## src/rtl/ann_pkg.sv

```systemverilog
// Shared ANN layer definitions: FSM state encoding, Q-format defaults and
// saturation limits used by neuron sequencers and later layers.
package ann_pkg;

  localparam int DATA_W    = 16;
  localparam int FRAC_BITS = 8;

  localparam logic [DATA_W-1:0] SAT_MAX = 16'h7FFF;
  localparam logic [DATA_W-1:0] SAT_MIN = 16'h8000;

  typedef enum logic [1:0] {
    ST_IDLE   = 2'd0,
    ST_RUN    = 2'd1,
    ST_FINISH = 2'd2,
    ST_OUT    = 2'd3
  } nstate_e;

endpackage

```

## src/rtl/neuron_mac_sequencer_if.sv

```systemverilog
// Bundle of the neuron sequencer's control, weight-BRAM, activation-stream and
// result-stream signals; the sequencer uses the slave modport.
interface neuron_mac_sequencer_if #(
  parameter int ADDR_W = 5
);
  localparam int DW = ann_pkg::DATA_W;

  logic          start;
  logic [DW-1:0] bias;
  logic [ADDR_W-1:0] w_addr;
  logic          w_en;
  logic          w_we;
  logic [DW-1:0] w_do;
  logic [DW-1:0] in_data;
  logic          in_valid;
  logic          in_ready;
  logic [DW-1:0] out_data;
  logic          out_valid;
  logic          out_ready;
  logic          busy;

  modport master (
    output start, bias, w_do, in_data, in_valid, out_ready,
    input  w_addr, w_en, w_we, in_ready, out_data, out_valid, busy
  );

  modport slave (
    input  start, bias, w_do, in_data, in_valid, out_ready,
    output w_addr, w_en, w_we, in_ready, out_data, out_valid, busy
  );
endinterface

```

## src/rtl/ann_saturate.sv

```systemverilog
// Accumulator to DATA_W conversion: arithmetic shift (floor), saturation and,
// when NEURON_RELU_EN is defined, a ReLU clamp applied after saturation.
module ann_saturate
  import ann_pkg::*;
#(
  parameter int ACC_W = 40,
  parameter int SHIFT = 8
) (
  input  logic signed [ACC_W-1:0] acc_i,
  output logic        [DATA_W-1:0] res_o
);

  localparam logic signed [ACC_W-1:0] HI_EXT =
    {{(ACC_W-DATA_W){SAT_MAX[DATA_W-1]}}, SAT_MAX};
  localparam logic signed [ACC_W-1:0] LO_EXT =
    {{(ACC_W-DATA_W){SAT_MIN[DATA_W-1]}}, SAT_MIN};

  logic signed [ACC_W-1:0] shifted_s;
  logic        [DATA_W-1:0] sat_s;

  always_comb begin
    shifted_s = acc_i >>> SHIFT;
    if (shifted_s > HI_EXT) begin
      sat_s = SAT_MAX;
    end else if (shifted_s < LO_EXT) begin
      sat_s = SAT_MIN;
    end else begin
      sat_s = shifted_s[DATA_W-1:0];
    end
`ifdef NEURON_RELU_EN
    if (sat_s[DATA_W-1]) begin
      res_o = {DATA_W{1'b0}};
    end else begin
      res_o = sat_s;
    end
`else
    res_o = sat_s;
`endif
  end

endmodule

```

## src/rtl/neuron_mac_sequencer.sv

```systemverilog
// Per-neuron MAC sequencer: streams N_INPUTS activations against a read-only
// weight BRAM, adds the bias and emits one saturated result (ReLU via NEURON_RELU_EN).
module neuron_mac_sequencer
  import ann_pkg::*;
#(
  parameter int N_INPUTS = 28,
  parameter int ADDR_W   = 5,
  parameter int ACC_W    = 40
) (
  input logic clk,
  input logic rst,
  neuron_mac_sequencer_if.slave bus
);

  localparam logic [ADDR_W-1:0] LAST_K = ADDR_W'(N_INPUTS - 1);

  nstate_e                  state_q, state_d;
  logic signed [ACC_W-1:0]  acc_q, acc_d;
  logic [ADDR_W-1:0]        k_q, k_d;
  logic [ADDR_W-1:0]        w_addr_q, w_addr_d;
  logic                     w_en_q, w_en_d;
  logic [DATA_W-1:0]        out_data_q, out_data_d;
  logic                     out_valid_q, out_valid_d;
  logic [DATA_W-1:0]        sat_s;
  logic signed [2*DATA_W-1:0] prod_s;
  logic                     beat_s;

  assign prod_s = $signed(bus.in_data) * $signed(bus.w_do);
  assign beat_s = (state_q == ST_RUN) && bus.in_valid;

  ann_saturate #(
    .ACC_W (ACC_W),
    .SHIFT (FRAC_BITS)
  ) u_sat (
    .acc_i (acc_q),
    .res_o (sat_s)
  );

  always_ff @(posedge clk or posedge rst) begin
    if (rst) begin
      state_q     <= ST_IDLE;
      acc_q       <= {ACC_W{1'b0}};
      k_q         <= {ADDR_W{1'b0}};
      w_addr_q    <= {ADDR_W{1'b0}};
      w_en_q      <= 1'b0;
      out_data_q  <= {DATA_W{1'b0}};
      out_valid_q <= 1'b0;
    end else begin
      state_q     <= state_d;
      acc_q       <= acc_d;
      k_q         <= k_d;
      w_addr_q    <= w_addr_d;
      w_en_q      <= w_en_d;
      out_data_q  <= out_data_d;
      out_valid_q <= out_valid_d;
    end
  end

  always_comb begin
    state_d     = state_q;
    acc_d       = acc_q;
    k_d         = k_q;
    w_addr_d    = w_addr_q;
    w_en_d      = w_en_q;
    out_data_d  = out_data_q;
    out_valid_d = out_valid_q;
    case (state_q)
      ST_IDLE: begin
        if (bus.start) begin
          // Bias is aligned to the product's Q-format (2*FRAC_BITS fraction bits).
          acc_d    = {{(ACC_W-DATA_W-FRAC_BITS){bus.bias[DATA_W-1]}}, bus.bias,
                      {FRAC_BITS{1'b0}}};
          k_d      = {ADDR_W{1'b0}};
          w_addr_d = {ADDR_W{1'b0}};
          w_en_d   = 1'b1;
          state_d  = ST_RUN;
        end else begin
          state_d  = ST_IDLE;
        end
      end
      ST_RUN: begin
        if (beat_s) begin
          acc_d = acc_q + {{(ACC_W-2*DATA_W){prod_s[2*DATA_W-1]}}, prod_s};
          if (k_q == LAST_K) begin
            k_d      = {ADDR_W{1'b0}};
            w_addr_d = {ADDR_W{1'b0}};
            w_en_d   = 1'b0;
            state_d  = ST_FINISH;
          end else begin
            k_d      = k_q + ADDR_W'(1);
            w_addr_d = k_q + ADDR_W'(1);
          end
        end else begin
          state_d = ST_RUN;
        end
      end
      ST_FINISH: begin
        out_data_d  = sat_s;
        out_valid_d = 1'b1;
        state_d     = ST_OUT;
      end
      ST_OUT: begin
        if (bus.out_ready) begin
          out_valid_d = 1'b0;
          state_d     = ST_IDLE;
        end else begin
          state_d     = ST_OUT;
        end
      end
      default: begin
        state_d = ST_IDLE;
      end
    endcase
  end

  assign bus.w_addr    = w_addr_q;
  assign bus.w_en      = w_en_q;
  assign bus.w_we      = 1'b0;
  assign bus.in_ready  = (state_q == ST_RUN);
  assign bus.out_data  = out_data_q;
  assign bus.out_valid = out_valid_q;
  assign bus.busy      = (state_q != ST_IDLE);

endmodule

```

## src/flat_wrapper.sv

```systemverilog
// flat-port wrapper written by rule: the top's interface ports become plain ports
module neuron_mac_sequencer_flat import ann_pkg::*;
#(
  parameter int N_INPUTS = 28,
  parameter int ADDR_W   = 5,
  parameter int ACC_W    = 40
)
  (clk, rst, bus_start, bus_bias, bus_w_do, bus_in_data, bus_in_valid, bus_out_ready, bus_w_addr, bus_w_en, bus_w_we, bus_in_ready, bus_out_data, bus_out_valid, bus_busy);
  neuron_mac_sequencer_if #(.ADDR_W(ADDR_W)) bus_i ();
  input logic clk;
  input logic rst;
  input wire logic [$bits(bus_i.start)-1:0] bus_start;
  input wire logic [$bits(bus_i.bias)-1:0] bus_bias;
  input wire logic [$bits(bus_i.w_do)-1:0] bus_w_do;
  input wire logic [$bits(bus_i.in_data)-1:0] bus_in_data;
  input wire logic [$bits(bus_i.in_valid)-1:0] bus_in_valid;
  input wire logic [$bits(bus_i.out_ready)-1:0] bus_out_ready;
  output wire logic [$bits(bus_i.w_addr)-1:0] bus_w_addr;
  output wire logic [$bits(bus_i.w_en)-1:0] bus_w_en;
  output wire logic [$bits(bus_i.w_we)-1:0] bus_w_we;
  output wire logic [$bits(bus_i.in_ready)-1:0] bus_in_ready;
  output wire logic [$bits(bus_i.out_data)-1:0] bus_out_data;
  output wire logic [$bits(bus_i.out_valid)-1:0] bus_out_valid;
  output wire logic [$bits(bus_i.busy)-1:0] bus_busy;
  assign bus_i.start = bus_start;
  assign bus_i.bias = bus_bias;
  assign bus_i.w_do = bus_w_do;
  assign bus_i.in_data = bus_in_data;
  assign bus_i.in_valid = bus_in_valid;
  assign bus_i.out_ready = bus_out_ready;
  assign bus_w_addr = bus_i.w_addr;
  assign bus_w_en = bus_i.w_en;
  assign bus_w_we = bus_i.w_we;
  assign bus_in_ready = bus_i.in_ready;
  assign bus_out_data = bus_i.out_data;
  assign bus_out_valid = bus_i.out_valid;
  assign bus_busy = bus_i.busy;
  neuron_mac_sequencer #(.N_INPUTS(N_INPUTS), .ADDR_W(ADDR_W), .ACC_W(ACC_W)) u_core (.clk(clk), .rst(rst), .bus(bus_i));
endmodule
```

## config.mk

```make
export PLATFORM = sky130hd
export DESIGN_NAME = neuron_mac_sequencer_flat
export DESIGN_NICKNAME = d
export VERILOG_FILES = /design/src/rtl/ann_pkg.sv /design/src/rtl/neuron_mac_sequencer_if.sv /design/src/rtl/ann_saturate.sv /design/src/rtl/neuron_mac_sequencer.sv /design/src/flat_wrapper.sv
export SDC_FILE = /design/constraint.sdc
export NUM_CORES = 1
export LEC_CHECK = 0
export ABC_AREA = 0
export CAP_MARGIN = 5
export CORE_MARGIN = 2
export CORE_UTILIZATION = 35
export DETAILED_ROUTE_END_ITERATION = 10
export HOLD_SLACK_MARGIN = 0.15
export SLEW_MARGIN = 20
export SYNTH_ARGS = -nofsm -noshare
export SYNTH_HDL_FRONTEND = slang
export SYNTH_SLANG_ARGS = --single-unit
export TNS_END_PERCENT = 5
```

## constraint.sdc

```tcl
create_clock -name clk -period 3.4 [get_ports clk]
set_input_delay 0.51 -clock clk [delete_from_list [all_inputs] [get_ports clk]]
set_output_delay 0.51 -clock clk [all_outputs]
set_load 0.1 [all_outputs]
```

# Word-level counts from Yosys, hierarchy flattened
# Cells that the tools add are included.
[op_classes] addsub=2 mul=1 order_cmp=2 n_eq_ne=9 n_mux=20 n_reduce_logical=8
[op_table] operator="2-to-1 mux 40 bit" count=2
[op_table] operator="one-hot mux 40 bit (2 select lines)" count=1
[op_table] operator="adder 40 bit" count=1
[op_table] operator="> comparator 32 x 16 -> 1 bit, second input constant" count=1
[op_table] operator="< comparator 32 x 16 -> 1 bit, second input constant" count=1
[op_table] operator="multiplier 16 x 16 -> 32 bit" count=1
[op_table] operator="2-to-1 mux 16 bit" count=2
[op_table] operator="2-to-1 mux 5 bit" count=3
[op_table] operator="one-hot mux 5 bit (2 select lines)" count=1
[op_table] operator="one-hot mux 2 bit (4 select lines)" count=1
[op_table] operator="2-to-1 mux 2 bit" count=3
[op_table] operator="nonzero test 2 bit" count=3
[op_table] operator="adder 5 x 1 -> 5 bit, second input constant" count=1
[op_table] operator="== test 5 bit, second input constant" count=1
[op_table] operator="2-to-1 mux 1 bit" count=5
[op_table] operator="== test 2 bit, second input constant" count=2
[op_table] operator="inequality test 2 x 1 -> 1 bit, second input constant" count=2
[op_table] operator="inequality test 2 bit, second input constant" count=2
[op_table] operator="one-hot mux 1 bit (2 select lines)" count=2
[op_table] operator="AND reduction 4 bit" count=1
[op_table] operator="inequality test 3 bit, second input constant" count=1
[op_table] operator="AND reduction 3 bit" count=1
[op_table] operator="== test 2 x 1 -> 1 bit, second input constant" count=1
[op_table] operator="logical NOT 2 bit" count=1
[op_table] operator="other kinds (2)" count=2
[totals] ff_bits=65 in_bits=53

# Depth between registers and ports, before layout
# Gate-level depths: netlist of run 1.
[depth] word_depth=4 depth_mapped=36 ltp_nobuf=35

# Modules after synthesis
# A second synthesis of run 1 with hierarchy kept.
[hier_totals] hier_cells=1618 area_unflattened_um2=14604.0
[by_module_without_submodules] mod="neuron_mac_sequencer" n_inst=1 cells_per_inst=1590 area_per_inst_um2=14372.5 seq_area_each_um2=1626.6
[by_module_without_submodules] mod="ann_saturate" n_inst=1 cells_per_inst=28 area_per_inst_um2=231.5 seq_area_each_um2=0.0

# Worst setup path before layout of run 1
# Ideal clock, no wire load.
[synth_path] kind="input-to-reg" start="in bus_w_do[6]" end="reg u_core.acc_q[38]" arrival_time_ns=8.171 required_ns=3.280 path_slack_ns=-4.890 path_stages=34 n_path_buf=1 cell_sequence="clkbuf_1 and2_1 fa_1 inv_1 fa_1 fa_1 inv_1 fa_1 fa_1 inv_1 fa_1 inv_1 ha_1 a21oi_1 a21oi_1 a211o_1 o21a_1 o21ai_0 nand2b_1 a21o_1 a221o_2 a21oi_1 xnor2_1 ha_1 a21o_1 a21o_1 a21o_1 o21ai_0 o21bai_1 a21oi_1 o21ai_0 a31oi_1 mux2i_1 nand2_1"
[synth_via] elab_chain_len=4
[synth_rtl] item="start, declared" line="flat_wrapper.sv:14" text="input wire logic [$bits(bus_i.w_do)-1:0] bus_w_do;"
[synth_rtl] item="multiplier 16 x 16 -> 32 bit" line="neuron_mac_sequencer.sv:28" text="assign prod_s = $signed(bus.in_data) * $signed(bus.w_do);"
[synth_rtl] item="adder 40 bit" line="neuron_mac_sequencer.sv:83" text="acc_d = acc_q + {{(ACC_W-2*DATA_W){prod_s[2*DATA_W-1]}}, prod_s};"
[synth_rtl] item="2-to-1 mux 40 bit" line="neuron_mac_sequencer.sv:82" text="if (beat_s) begin"
[synth_rtl] item="one-hot mux 40 bit (2 select lines)" line="neuron_mac_sequencer.sv:67" text="case (state_q)"
[synth_rtl] item="end signal, assigned" line="neuron_mac_sequencer.sv:42" text="acc_q <= {ACC_W{1'b0}};"
[synth_rtl] item="end, declared" line="neuron_mac_sequencer.sv:18" text="logic signed [ACC_W-1:0] acc_q, acc_d;"
# Every way passes these cells. The select of a mux whose other input is x is not followed.
# A chain may end at the register's enable or synchronous reset.

# Worst setup path after layout of run 1
[layout_path] start="in bus_w_do[5]" end="reg u_core.acc_q[38]"
# Same word-level chain as after synthesis.

==> results of run 1 <==
-- sequential cells by signal (all words and copies together) (netlist names) --
name,count
u_core.bus.out_valid,1
u_core.acc_q,40
u_core.bus.out_data,16
u_core.bus.w_en,1
u_core.state_q,2
u_core.k_q,5
-- cell type report --
class | instances | share of cell area [%]
multi-input cells | 1198 | 62.6
repair buffers | 405 | 18.3
flip-flops and latches | 65 | 8.21
inverters | 318 | 6.04
well taps | 532 | 3.36
clock buffers | 12 | 1.29
clock inverters | 3 | 0.202
-- metal layers --
layer | track usage (%) | share of wire (%) | up-vias
met4 | 5.20 | 3.0 | 0
met5 | 0 | 0 | -
met3 | 1.88 | 2.9 | 74
met1 | 24.1 | 41 | 6396
li1 | - | - | 5877
met2 | 34.1 | 53 | 233
-- cell families after synthesis --
| kind of cell | count (synthesis) |
|---|---|
| buffers and inverters | 373 |
| xor gates and xnor gates | 67 |
| other | 1 |
| AOI/OAI and AO/OA | 285 |
| and+or+nand+nor | 455 |
| adders and majority gates | 387 |
| muxes | 3 |
| DFF | 65 |
-- worst paths after layout --
kind	start	to	cells past startpoint	slack, ps
max	bus_w_do[5]	u_core.acc_q[38]	36	-4280
min	u_core.bus.out_data[10]	u_core.bus.out_data[10]	2	490
max reg2reg	u_core.acc_q[0]	u_core.acc_q[39]	13	430
min reg2reg	u_core.bus.out_data[10]	u_core.bus.out_data[10]	2	490
max in group asynchronous	rst	u_core.acc_q[5]	3	2190
min in group asynchronous	rst	u_core.k_q[1]	2	580
-- cell usage after synthesis (16+ instances only) --
cell type  instances  area (um^2)
a21o_1            20          150
ha_1             124         1550
xor2_1            20          175
and2_1           126          788
a21oi_1           82          410
inv_1            318         1190
nand2_1          180          676
xnor2_1           47          412
nand3_1           16         80.1
fa_1             263         5270
clkbuf_1          50          188
dfrtp_1           65         1630
nand2b_1          20          125
nor2_1            60          225
o21ai_0           85          425
-- critical path, delay by kind of cell --
| family | cells | cell delay (ps) |
|---|---|---|
| compound gates | 14 | 2400 |
| xor+xnor | 1 | 150 |
| fa+ha+maj | 8 | 3450 |
| buf+inv | 7 | 690 |
| mux | 1 | 200 |
| simple gates | 5 | 500 |
-- cells in the final DEF, fill, tap and decap left out, drive strengths merged, types with 3 or more instances in the layout --
cell type      count
and2             128
a21o              20
inv              318
a22o               3
dlygate4sd2        5
o31ai              4
nand2b            20
bufbuf             7
a31oi              9
fa               263
a41oi              3
clkdlybuf4s15      7
nand4             11
a31o               3
dfrtp             65
ha               124
a21boi             5
nand2            180
a211oi            10
and3               9
a21oi             83
a221oi             3
buf              340
nor3              13
a22oi              8
o21ai             87
clkdlybuf4s50     44
nor2              60
o22ai              4
o21a              10
or2                3
xor2              20
nand3             17
xnor2             47
nor4               5
and4               4
o21bai            11
o211ai             5
clkbuf            14
-- metrics by stage --
stage / worst slack, ps / cell area [um^2]
2_1_floorplan: -4140 / 14800
3_3_place_gp: -5140 / 18100
3_5_place_dp: -5210 / 18100
4_1_cts: -4340 / 19600
5_1_grt: -4620 / 19800
6_report: -4280 / 19800
-- timing repair --
| item | 4_1_cts | 5_1_grt |
|---|---|---|
| buffers inserted | 39 | 5 |
| cloned | 10 | 0 |
| resized for setup | 259 | 50 |
| endpoints found under the setup margin | 36 | 36 |
| pin swaps | 139 | 56 |
==> flow_summary_export.csv, run 1 <==
group,metric,value,unit
outcome,status,"finished, violations left",
outcome,failed_checks,"setup timing",
timing,worst_pin_slew,1000,ps
clocking,tritoncts,"yes",
layout,seqCellArea,0.00163,mm^2
global_routing,grt_pass1_vias,13451,
setup_path,cp.arrival,7900,ps
timing,min_period_over_period,226,%
timing,setup_ws,-4280,ps
floorplanning,die_h,207,um
clocking,clk_pin_slew,50,ps
drt,viasPerCell,4.97,
synth,postSynthAreaPerCell,8.85,um^2
timing,finalSetupViolCount,36,
drt,routed_wl,39.4,mm
setup_path,end_kind,"flop",
timing,fmax,130,MHz
placed_design,port-buffer-count,77,
setup_path,cp_slowest_cell,"fa_1",
floorplanning,core,0.0408,mm^2
layout,fillCellCount,3804,
synth,synthesis.area,0.0145,mm^2
synth,muxShareOfSynthArea,0.216,%
setup_path,path_class,"input pin to flop",
timing,skew,4.96,ps
clocking,cts_root_buf,"clkbuf_16",
synth,synth_nets,2076,
synth,yosys.area_share.adder,47.1,%
layout,drive_gt1_share,28.1,%
hold_path,hp-class,"flop to flop",
timing,finalMaxSlewViolations,0,
clocking,clock_path_buffers,2,
placed_design,dp_hpwl,31.7,mm
synth,yosysSeqAreaShare,11.2,%
floorplanning,rows,74,
setup_path,cp_slowest_stage_delay,510,ps
synth,synth_top_family_by_area,"adder cells",
floorplanning,die_area,0.0430,mm^2
global_routing,grt_pass1_wl,67.6,mm
synth,synth-edff-count,0,
timing,setup_tns,-121120,ps
layout,multi_input_area,0.0124,mm^2
global_routing,antenna_found_initial,0,
clocking,cts_made_buffers,9,
timing,whs,488,ps
synth,synthXorXnorAreaFrac,4.05,%
layout,post-route-util,48.5,%
layout,diodes,0,
global_routing,grt-ovfl-total,0,
synth,synth_cells,1636,
timing,finalCriticalPeriod,7680,ps
placed_design,numPlacedInstances,2464,
synth,synth_compound_area_share,12.3,%
synth,async_flop_share,100,%
clocking,clk_latency,330,ps
setup_path,cp_max_fo,4,
layout,synthToLayoutAreaGrowth,36.8,%
setup_path,start_kind,"input pin",
global_routing,grt_max_degree,46,
layout,fin_cells,2533,
drt,first_pass_iters,5,
floorplanning,die_width,207,um
synth,synth_seq_cells,65,
flow_run,drv_cap,0,
synth,synth_top_flop_cell,"dfrtp_1",
drt,via_count,12580,
clocking,htree_levels,3,
timing,slew_headroom,32.3,%
drt,wire_per_inst,15.5,um
drt,drtIter0Drc,596,
timing,finalHoldViolCount,0,
floorplanning,start_util,35.5,%
clocking,hold_buffers,0,
floorplanning,io_pins,79,
drt,drc,0,
placed_design,gp_congestion,0.867,
drt,antenna_left,0,
synth,yosysWarnings,0,
layout,nets,2437,
setup_path,critPathMostFrequentCell,"fa_1",
synth,yosysUniqueCellTypes,65,
clocking,cts.sinks,65,
global_routing,gr-usage-all-layers,18.9,%
synth,synthSimpleGateAreaFrac,15.4,%
setup_path,worstPathRequired,3620,ps
timing,grt_setup_unrepaired,"yes",
Power of run 1 is left out: the tool's default activity adds up to more than one toggle a clock period on the data nets, which glitch-free logic cannot reach.
==> inputs of run 2 (changes only) <==
--- a/config.mk
+++ b/config.mk
@@ -9,6 +9,8 @@
 export CAP_MARGIN = 5
 export CORE_MARGIN = 2
 export CORE_UTILIZATION = 35
+export CTS_BUF_LIST = sky130_fd_sc_hd__clkbuf_8
+export CTS_CLUSTER_DIAMETER = 200
 export DETAILED_ROUTE_END_ITERATION = 10
 export HOLD_SLACK_MARGIN = 0.15
 export SLEW_MARGIN = 20
==> constraint.sdc (replaced) <==
create_clock -name clk -period 8 [get_ports clk]
set_input_delay 1.2 -clock clk [delete_from_list [all_inputs] [get_ports clk]]
set_output_delay 1.2 -clock clk [all_outputs]
set_load 0.1 [all_outputs]
==> flow_summary_export.csv, run 2 (synthesis results as in run 1) <==
group,metric,value,unit
setup_path,cp_max_fo,7,
floorplanning,start_util,35.5,%
flow_run,drv_cap,0,
drt,viasPerCell,4.89,
global_routing,grt_max_degree,66,
placed_design,dp_hpwl,31.5,mm
placed_design,place_area,0.0180,mm^2
setup_path,ff2ff_path_depth,13,
clocking,htree_levels,3,
floorplanning,die_area,0.0430,mm^2
clocking,cts_root_buf,"clkbuf_8",
clocking,cts.sinks,65,
layout,final_common_cell,"inv_1",
drt,wire_per_inst,15.0,um
layout,largest_register_ffs,40,
drt,antenna_left,0,
placed_design,port-buffer-count,77,
timing,finalMaxSlewViolations,0,
floorplanning,rows,74,
setup_path,end_kind,"flop",
timing,fmax,117,MHz
global_routing,grt_pass1_wl,65.1,mm
timing,skew,9.85,ps
clocking,clk_pin_slew,80,ps
placed_design,gp_congestion,0.883,
layout,post-route-util,45.8,%
timing,min_period_over_period,106,%
hold_path,min_to,"u_core.bus.out_valid",
floorplanning,die_width,207,um
layout,diodes,0,
setup_path,cp_slowest_cell,"fa_2",
floorplanning,die_h,207,um
clocking,hold_buffers,0,
hold_path,hold_depth,2,
global_routing,grt-ovfl-total,0,
setup_path,r2r_setup_slack,4980,ps
drt,drc,0,
clocking,tritoncts,"yes",
timing,finalHoldViolCount,0,
layout,finalInstanceArea,0.0187,mm^2
clocking,clock_path_buffers,2,
setup_path,start_kind,"input pin",
setup_path,critPathMostFrequentCell,"fa_1",
hold_path,min_from,"u_core.bus.out_valid",
timing,worst_pin_slew,1010,ps
setup_path,worstPathRequired,8240,ps
layout,nets,2395,
timing,setup_tns,-5490,ps
drt,via_count,12185,
hold_path,hp-class,"flop to flop",
setup_path,path_class,"input pin to flop",
floorplanning,core,0.0408,mm^2
clocking,clk_latency,360,ps
timing,finalCriticalPeriod,8510,ps
global_routing,gr-usage-all-layers,18.2,%
timing,finalSetupViolCount,17,
outcome,failed_checks,"setup timing",
setup_path,cp_slowest_stage_delay,680,ps
clocking,cts_made_buffers,9,
timing,setup_ws,-511,ps
layout,synthToLayoutAreaGrowth,29.2,%
global_routing,antenna_found_initial,0,
setup_path,r2r_start,"u_core.acc_q[0]",
drt,routed_wl,37.3,mm
drt,first_pass_iters,5,
outcome,status,"finished, violations left",
timing,slew_headroom,32.5,%
global_routing,grt_pass1_vias,13207,
layout,top_register,"u_core.acc_q",
setup_path,cp.arrival,8750,ps
drt,drtIter0Drc,467,
timing,grt_setup_unrepaired,"yes",
floorplanning,io_pins,79,
layout,final_cell_mix,"inv_1 (307), buf_4 (259), fa_1 (248)",
timing,whs,485,ps
layout,drive_gt1_share,22.1,%
setup_path,reg2reg_to,"u_core.acc_q[26]",
## run 2: changes by cell type in the layout (fill, tap and decap cells not counted), moves of 12 or more
cell and change:
ha_1 +19, buf_6 -16, inv_1 +16, buf_4 -25, dlygate4sd2_1 +12, ha_4 -18, inv_2 -14
## run 2: repair_timing
item	4_1_cts	5_1_grt
buffers inserted	28	1
pin swaps	43	32
setup endpoints to repair	23	25
cloned	1	1
resized for setup	100	45
## run 2: worst max-delay path by stage
stage,from,end,slack (ps),cells past startpoint
finish,bus_in_data[15],u_core.acc_q[39],-510,31
CTS,bus_w_do[4],u_core.acc_q[38],-580,36
global placement,bus_w_do[9],u_core.acc_q[38],-1200,34
detailed placement,bus_w_do[4],u_core.acc_q[39],-1360,34
global route,bus_in_data[15],u_core.acc_q[39],-840,33
floorplan,bus_in_data[7],u_core.acc_q[38],-230,33
## run 2: metrics by stage
step | worst slack, ps | std cells
5_1_grt | -837 | 2492
6_report | -511 | 2492
3_3_place_gp | -1200 | 2445
3_5_place_dp | -1360 | 2445
2_1_floorplan | -232 | 1636
4_1_cts | -579 | 2490
## run 2: final cells by class
| cell class | count | area [um^2] |
|---|---|---|
| repair buffers | 363 | 3060 |
| inverters | 318 | 1190 |
| multi-input cells | 1198 | 12000 |
| clock inverters | 5 | 55.1 |
| well taps | 532 | 666 |
| flip-flops and latches | 65 | 1630 |
| clock buffers | 11 | 151 |
| fillers | 3898 | 22100 |
## run 2: routing by layer
layer / wire length (um) / GRT usage (%) / part of all wire [%] / up-vias
li1: - / - / - / 5809
met1: 15600 / 23.4 / 42 / 6166
met2: 20000 / 33.1 / 54 / 161
met3: 912 / 1.54 / 2.4 / 49
met4: 732 / 3.92 / 2.0 / 0
met5: 0 / 0 / 0 / -
## run 2: worst max-delay path: cells and delay by family
family                     cells  cell delay [ps]
adders and majority gates      8             3740
and+or+nand+nor                8             1390
xor gates and xnor gates       2              180
AOI/OAI and AO/OA              8             1490
buffers and inverters          5              730
Power of run 2 is left out for the same reason.
